--- src/rtl/sign_ext_pkg.sv ---
// ==========================================================================
// sign_ext_pkg : lane widths and vector types shared by the sign extender
// Rev 1.0
// ==========================================================================
`default_nettype none

package sign_ext_pkg;

  localparam int A_IN_W  = 8;
  localparam int A_OUT_W = 16;
  localparam int B_IN_W  = 16;
  localparam int B_OUT_W = 32;

  typedef logic [A_IN_W-1:0]  a_in_t;
  typedef logic [A_OUT_W-1:0] a_out_t;
  typedef logic [B_IN_W-1:0]  b_in_t;
  typedef logic [B_OUT_W-1:0] b_out_t;

endpackage

`default_nettype wire

--- src/rtl/sign_ext_top_if.sv ---
// ==========================================================================
// sign_ext_top_if : operand/result bundle for both lanes (zext optional)
// Rev 1.0
// ==========================================================================
`default_nettype none

interface sign_ext_top_if;
  import sign_ext_pkg::*;

  a_in_t  in_8;
  b_in_t  in_16;
  a_out_t out_8_16;
  b_out_t out_16_32;
`ifdef SIGN_EXT_TOP_ZERO_EXT_EN
  logic   zext;
`endif

  modport master (
    output in_8,
    output in_16,
`ifdef SIGN_EXT_TOP_ZERO_EXT_EN
    output zext,
`endif
    input  out_8_16,
    input  out_16_32
  );

  modport slave (
    input  in_8,
    input  in_16,
`ifdef SIGN_EXT_TOP_ZERO_EXT_EN
    input  zext,
`endif
    output out_8_16,
    output out_16_32
  );

endinterface

`default_nettype wire

--- src/rtl/sign_ext.sv ---
// ==========================================================================
// sign_ext : combinational IN_W -> OUT_W widening (zext when enabled)
// Rev 1.0
// ==========================================================================
`default_nettype none

module sign_ext #(
  parameter int IN_W  = 8,
  parameter int OUT_W = 16
) (
  input  logic [IN_W-1:0]  din,
`ifdef SIGN_EXT_TOP_ZERO_EXT_EN
  input  logic             zext,
`endif
  output logic [OUT_W-1:0] dout
);

  logic fill;

`ifdef SIGN_EXT_TOP_ZERO_EXT_EN
  assign fill = din[IN_W-1] & ~zext;
`else
  assign fill = din[IN_W-1];
`endif

  generate
    if (OUT_W > IN_W) begin : g_widen
      assign dout = {{(OUT_W-IN_W){fill}}, din};
    end else begin : g_bad_width
      // A non-widening instance is a configuration error, not a silent truncation.
      $error("sign_ext: OUT_W must exceed IN_W");
      assign dout = '0;
    end
  endgenerate

endmodule

`default_nettype wire

--- src/rtl/sign_ext_top.sv ---
// ==========================================================================
// sign_ext_top : dual-lane registered sign extender (8->16, 16->32)
// Optional zero-extend select via macro SIGN_EXT_TOP_ZERO_EXT_EN. Rev 1.0
// ==========================================================================
`default_nettype none

module sign_ext_top
  import sign_ext_pkg::*;
(
  input  logic          clk,
  input  logic          rst,
  sign_ext_top_if.slave bus
);

  a_out_t ext_a;
  b_out_t ext_b;
  a_out_t out_a_q;
  b_out_t out_b_q;

  sign_ext #(.IN_W(A_IN_W), .OUT_W(A_OUT_W)) u_lane_a (
    .din  (bus.in_8),
`ifdef SIGN_EXT_TOP_ZERO_EXT_EN
    .zext (bus.zext),
`endif
    .dout (ext_a)
  );

  sign_ext #(.IN_W(B_IN_W), .OUT_W(B_OUT_W)) u_lane_b (
    .din  (bus.in_16),
`ifdef SIGN_EXT_TOP_ZERO_EXT_EN
    .zext (bus.zext),
`endif
    .dout (ext_b)
  );

  // Reset wins over sampling, so the operand present at a reset edge is dropped.
  always_ff @(posedge clk) begin
    if (rst) begin
      out_a_q <= '0;
      out_b_q <= '0;
    end else begin
      out_a_q <= ext_a;
      out_b_q <= ext_b;
    end
  end

  assign bus.out_8_16  = out_a_q;
  assign bus.out_16_32 = out_b_q;

endmodule

`default_nettype wire

--- src/flat_wrapper.sv ---
// flat-port wrapper written by rule: the top's interface ports become plain ports
module sign_ext_top_flat import sign_ext_pkg::*;
  (clk, rst, bus_in_8, bus_in_16, bus_out_8_16, bus_out_16_32);
  sign_ext_top_if bus_i ();
  input  logic clk;
  input  logic rst;
  input wire logic [$bits(bus_i.in_8)-1:0] bus_in_8;
  input wire logic [$bits(bus_i.in_16)-1:0] bus_in_16;
  output wire logic [$bits(bus_i.out_8_16)-1:0] bus_out_8_16;
  output wire logic [$bits(bus_i.out_16_32)-1:0] bus_out_16_32;
  assign bus_i.in_8 = bus_in_8;
  assign bus_i.in_16 = bus_in_16;
  assign bus_out_8_16 = bus_i.out_8_16;
  assign bus_out_16_32 = bus_i.out_16_32;
  sign_ext_top u_core (.clk(clk), .rst(rst), .bus(bus_i));
endmodule
--- config.mk ---
export PLATFORM = sky130hd
export DESIGN_NAME = sign_ext_top_flat
export DESIGN_NICKNAME = d
export VERILOG_FILES = /design/src/rtl/sign_ext_pkg.sv /design/src/rtl/sign_ext_top_if.sv /design/src/rtl/sign_ext.sv /design/src/rtl/sign_ext_top.sv /design/src/flat_wrapper.sv
export SDC_FILE = /design/constraint.sdc
export NUM_CORES = 1
export LEC_CHECK = 0
export BUFFER_PORTS_ARGS = -buffer_cell sky130_fd_sc_hd__buf_2
export CAP_MARGIN = 30
export CORE_UTILIZATION = 33
export CTS_CLUSTER_SIZE = 10
export DETAILED_ROUTE_END_ITERATION = 7
export PLACE_DENSITY = 0.75
export SETUP_SLACK_MARGIN = 0.1
export SYNTH_ARGS = -nofsm -noshare
export SYNTH_HDL_FRONTEND = slang
export SYNTH_SLANG_ARGS = --single-unit
--- constraint.sdc ---
create_clock -name clk -period 0.8 [get_ports clk]
set_input_delay 0.04 -clock clk [delete_from_list [all_inputs] [get_ports clk]]
set_output_delay 0.04 -clock clk [all_outputs]
set_load 0.01 [all_outputs]
# Yosys cells after proc, flatten, opt, wreduce, memory -nomap -nowiden
# Index checks and enable logic that the tools add are counted.
dict set report word_totals {
  output_inout_bits 48
  reg_bits 24
  romBits 0
  n_memories 0
  wordCells 2
  input_bits 26
  latch_bits 0
  ramBits 0
}
dict set report op_classes {
  n_bitwise 0
  div 0
  n_eq_ne 0
  shifts 0
  reduce_logical 0
  mux 0
  mul 0
  add_sub_neg 0
  n_lt_le_gt_ge 0
}

# Depth between registers and ports, before layout
dict set report depth {
  word_depth 0
  ltp_mapped 2
  depth_no_buf 1
}

# Hierarchy
# A second synthesis with hierarchy kept.
dict set report hier_totals {
  cells_unflattened 149
  hier_area_um2 1665.3
}
# module seq_area_each_um2 cells_per_inst n_inst area_per_inst_um2
set by_module_without_submodules {}
lappend by_module_without_submodules {sign_ext_top 960.9 101 1 1305.0}
lappend by_module_without_submodules {{sign_ext at u_core.u_lane_b} 0.0 32 1 240.2}
lappend by_module_without_submodules {{sign_ext at u_core.u_lane_a} 0.0 16 1 120.1}

# Worst setup path after synthesis
# No wires, ideal clock.
dict set report synth_timing {
  kind {reg-to-output}
  startpoint {register, netlist name u_core.bus.out_16_32[15]}
  endpoint {output bus_out_16_32[16]}
  n_path_buf 1
  arrival_time_ps 797
  required_time_ps 760
  path_stages_with_launch 2
  path_slack_ps -37
  cell_sequence {dfxtp_1 buf_4}
}
# element line
set synth_rtl {}
lappend synth_rtl {{end, declared} flat_wrapper.sv:10} ;# output wire logic [$bits(bus_i.out_16_32)-1:0] bus_out_16_32;
# No word-level cell between the ends.

# Final worst setup path
dict set report layout_timing {
  startpoint {register, netlist name u_core.bus.out_16_32[15]}
  endpoint {output bus_out_16_32[30]}
}
# No word-level cell between the ends.

==> flow_summary.toml <==
[floorplan]
core_um2 = 2500
io_pins = 74
fp.dieArea_um2 = 2860
die_w_um = 53.4
die_y_um = 53.4
num_rows = 18
initial_core_util = 0.349

[drt]
drcViolationCount = 0
vias_per_cell = 3.96
firstDrtPassIters = 2
vias = 717
drt-initial-drc-count = 2
drt-total-wl_mm = 1.79
wire_per_inst_um = 9.91
postRouteAntennaNets = 0

[cts]
cts_root_buf = "clkbuf_4"
clk_pin_slew_ps = 130
numCtsBuffers = 3
htree_levels = 1
cts_tree = "yes"
clockBufferDepth = 2
cts.sinks = 24

[sta]
min_period_over_period = 1.16
tightest_slew_ps = 133
hold_slack_ps = 83.5
rsz0062_at_grt = "yes"
min_period_ps = 927
max_clock_freq_mhz = 1080
setup_violations = 32
maxSlewViolCount = 0
setup_ws_ps = -127
slew_headroom = 0.911
final-hold-violation-count = 0
setup_tns_ps = -2810

[cells_and_area]
layout.cells.non_filler = 181
area_growth_pct = 68.5
n_antenna_cell = 0
mostFrequentLayoutCell = "buf_2"
fin_util = 0.589
seqCellArea_um2 = 499
fillCellCount = 180
drive_gt1_frac = 0.689
final_cell_mix = "63 x buf_2, 24 x dlygate4sd3_1, 14 x nor2b_2, 13 x dfxtp_1"
nets = 178
multi_input_area_um2 = 190
final_area_um2 = 1470

[synth]
ys_types = 6
synth.area.top_cells = "dfxtp_1 55%, buf_4 21%, nor2b_2 14%"
ys_seq_area_frac = 0.550
syn_area_per_cell_um2 = 11.8
ys_ff_latch = 24
synthesis.nets = 100
yosys.area.top_type_share = 0.550
synth_area_leader_cell = "dfxtp_1"
netlist_area_um2 = 873
synthCells = 74
ys_warn_count = 0

[global_routing]
grt_pass1_wl_mm = 2.50
grt.total_usage = 0.129
overflow = 0
grt_max_degree = 18
antenna_found_initial = 0
grt_pass1_vias = 625

[run_status]
status = "finished with violations"
failed_checks = "negative setup slack"

[setup_path]
slowest_stage = "dfxtp_4"
cp_num_buf_inv = 1
cp.required_ps = 760
cpPeakStageDelay_ps = 430
worstSetupPathType = "reg2out"
cp_data_arrival_time_ps = 890
crit_chain = "buf_2"
crit_fanout = 17
cp-end-kind = "primary output"
critPathLaunchType = "flip-flop"
crit_family = "flip-flops"

[placement]
portBuffers = 73
hpwl_mm = 1.16
placed_cells = 153
dpl_cell_area_um2 = 1100
gp_congestion = 0.719

[run]
maxCapViolations = 0

[power]
irDropWorstVdd_uv = 1340
p_leak_nw = 0.765
powerDensity_nw_per_um2 = 1780

[hold_path]
holdCritPathClass = "in2reg"
==> layout make-up <==
type	count	area share
timing repair buffer	99	0.470
clock buffer	3	0.0153
clock inverter	1	0.0204
tap	30	0.0255
multi-input combinational	24	0.129
sequential	24	0.339
==> what timing repair did <==
item | CTS | global route
hold buffers | 24 | 0
endpoints found under the hold margin | 24 | 0
gates resized for setup | 7 | 15
setup endpoints to repair | 48 | 48
setup buffers | 0 | 0
==> through the flow <==
step                setup WS (ps)  total power [mW]
floorplan                     119              1.55
global placement              190              1.64
detailed placement            174              1.65
global route                 -221              2.75
finish                       -127              2.61
CTS                          -139              2.61
==> registers in the layout, summed over array words and instances, names as in the netlist <==
register	cells
u_core.bus.out_16_32	16
u_core.bus.out_8_16	8
==> report_power, final <==
part           internal (mW)  leakage (nW)  switching [mW]  total, mW
combinational          0.283         0.533           0.174      0.457
sequential              1.26         0.204          0.0308       1.29
clock                  0.506        0.0279           0.359      0.865
total                   2.05         0.765           0.564       2.61
==> path summary, 6_finish.rpt <==
kind                                      from                       end  cells past startpoint
worst min-delay path                       rst  u_core.bus.out_16_32[13]                      2
worst max-delay path  u_core.bus.out_16_32[15]         bus_out_16_32[30]                      1
==> logic make-up after synthesis <==
family	count (synthesis)	synth area share
flip-flops	24	0.550
AND/OR/NAND/NOR	24	0.218
buffers and inverters	26	0.232
==> synthesized netlist by cell type <==
master and instances:
buf_4 24, dfxtp_1 24, nor2b_2 14, nor2b_1 6, and2b_1 4, buf_6 2
==> routing by layer <==
metal	wire [um]	global-route usage
met5	0	0
met4	0	0.0526
met3	201	0.0374
met2	876	0.244
met1	715	0.127
Power figures use the tool's default switching activity.
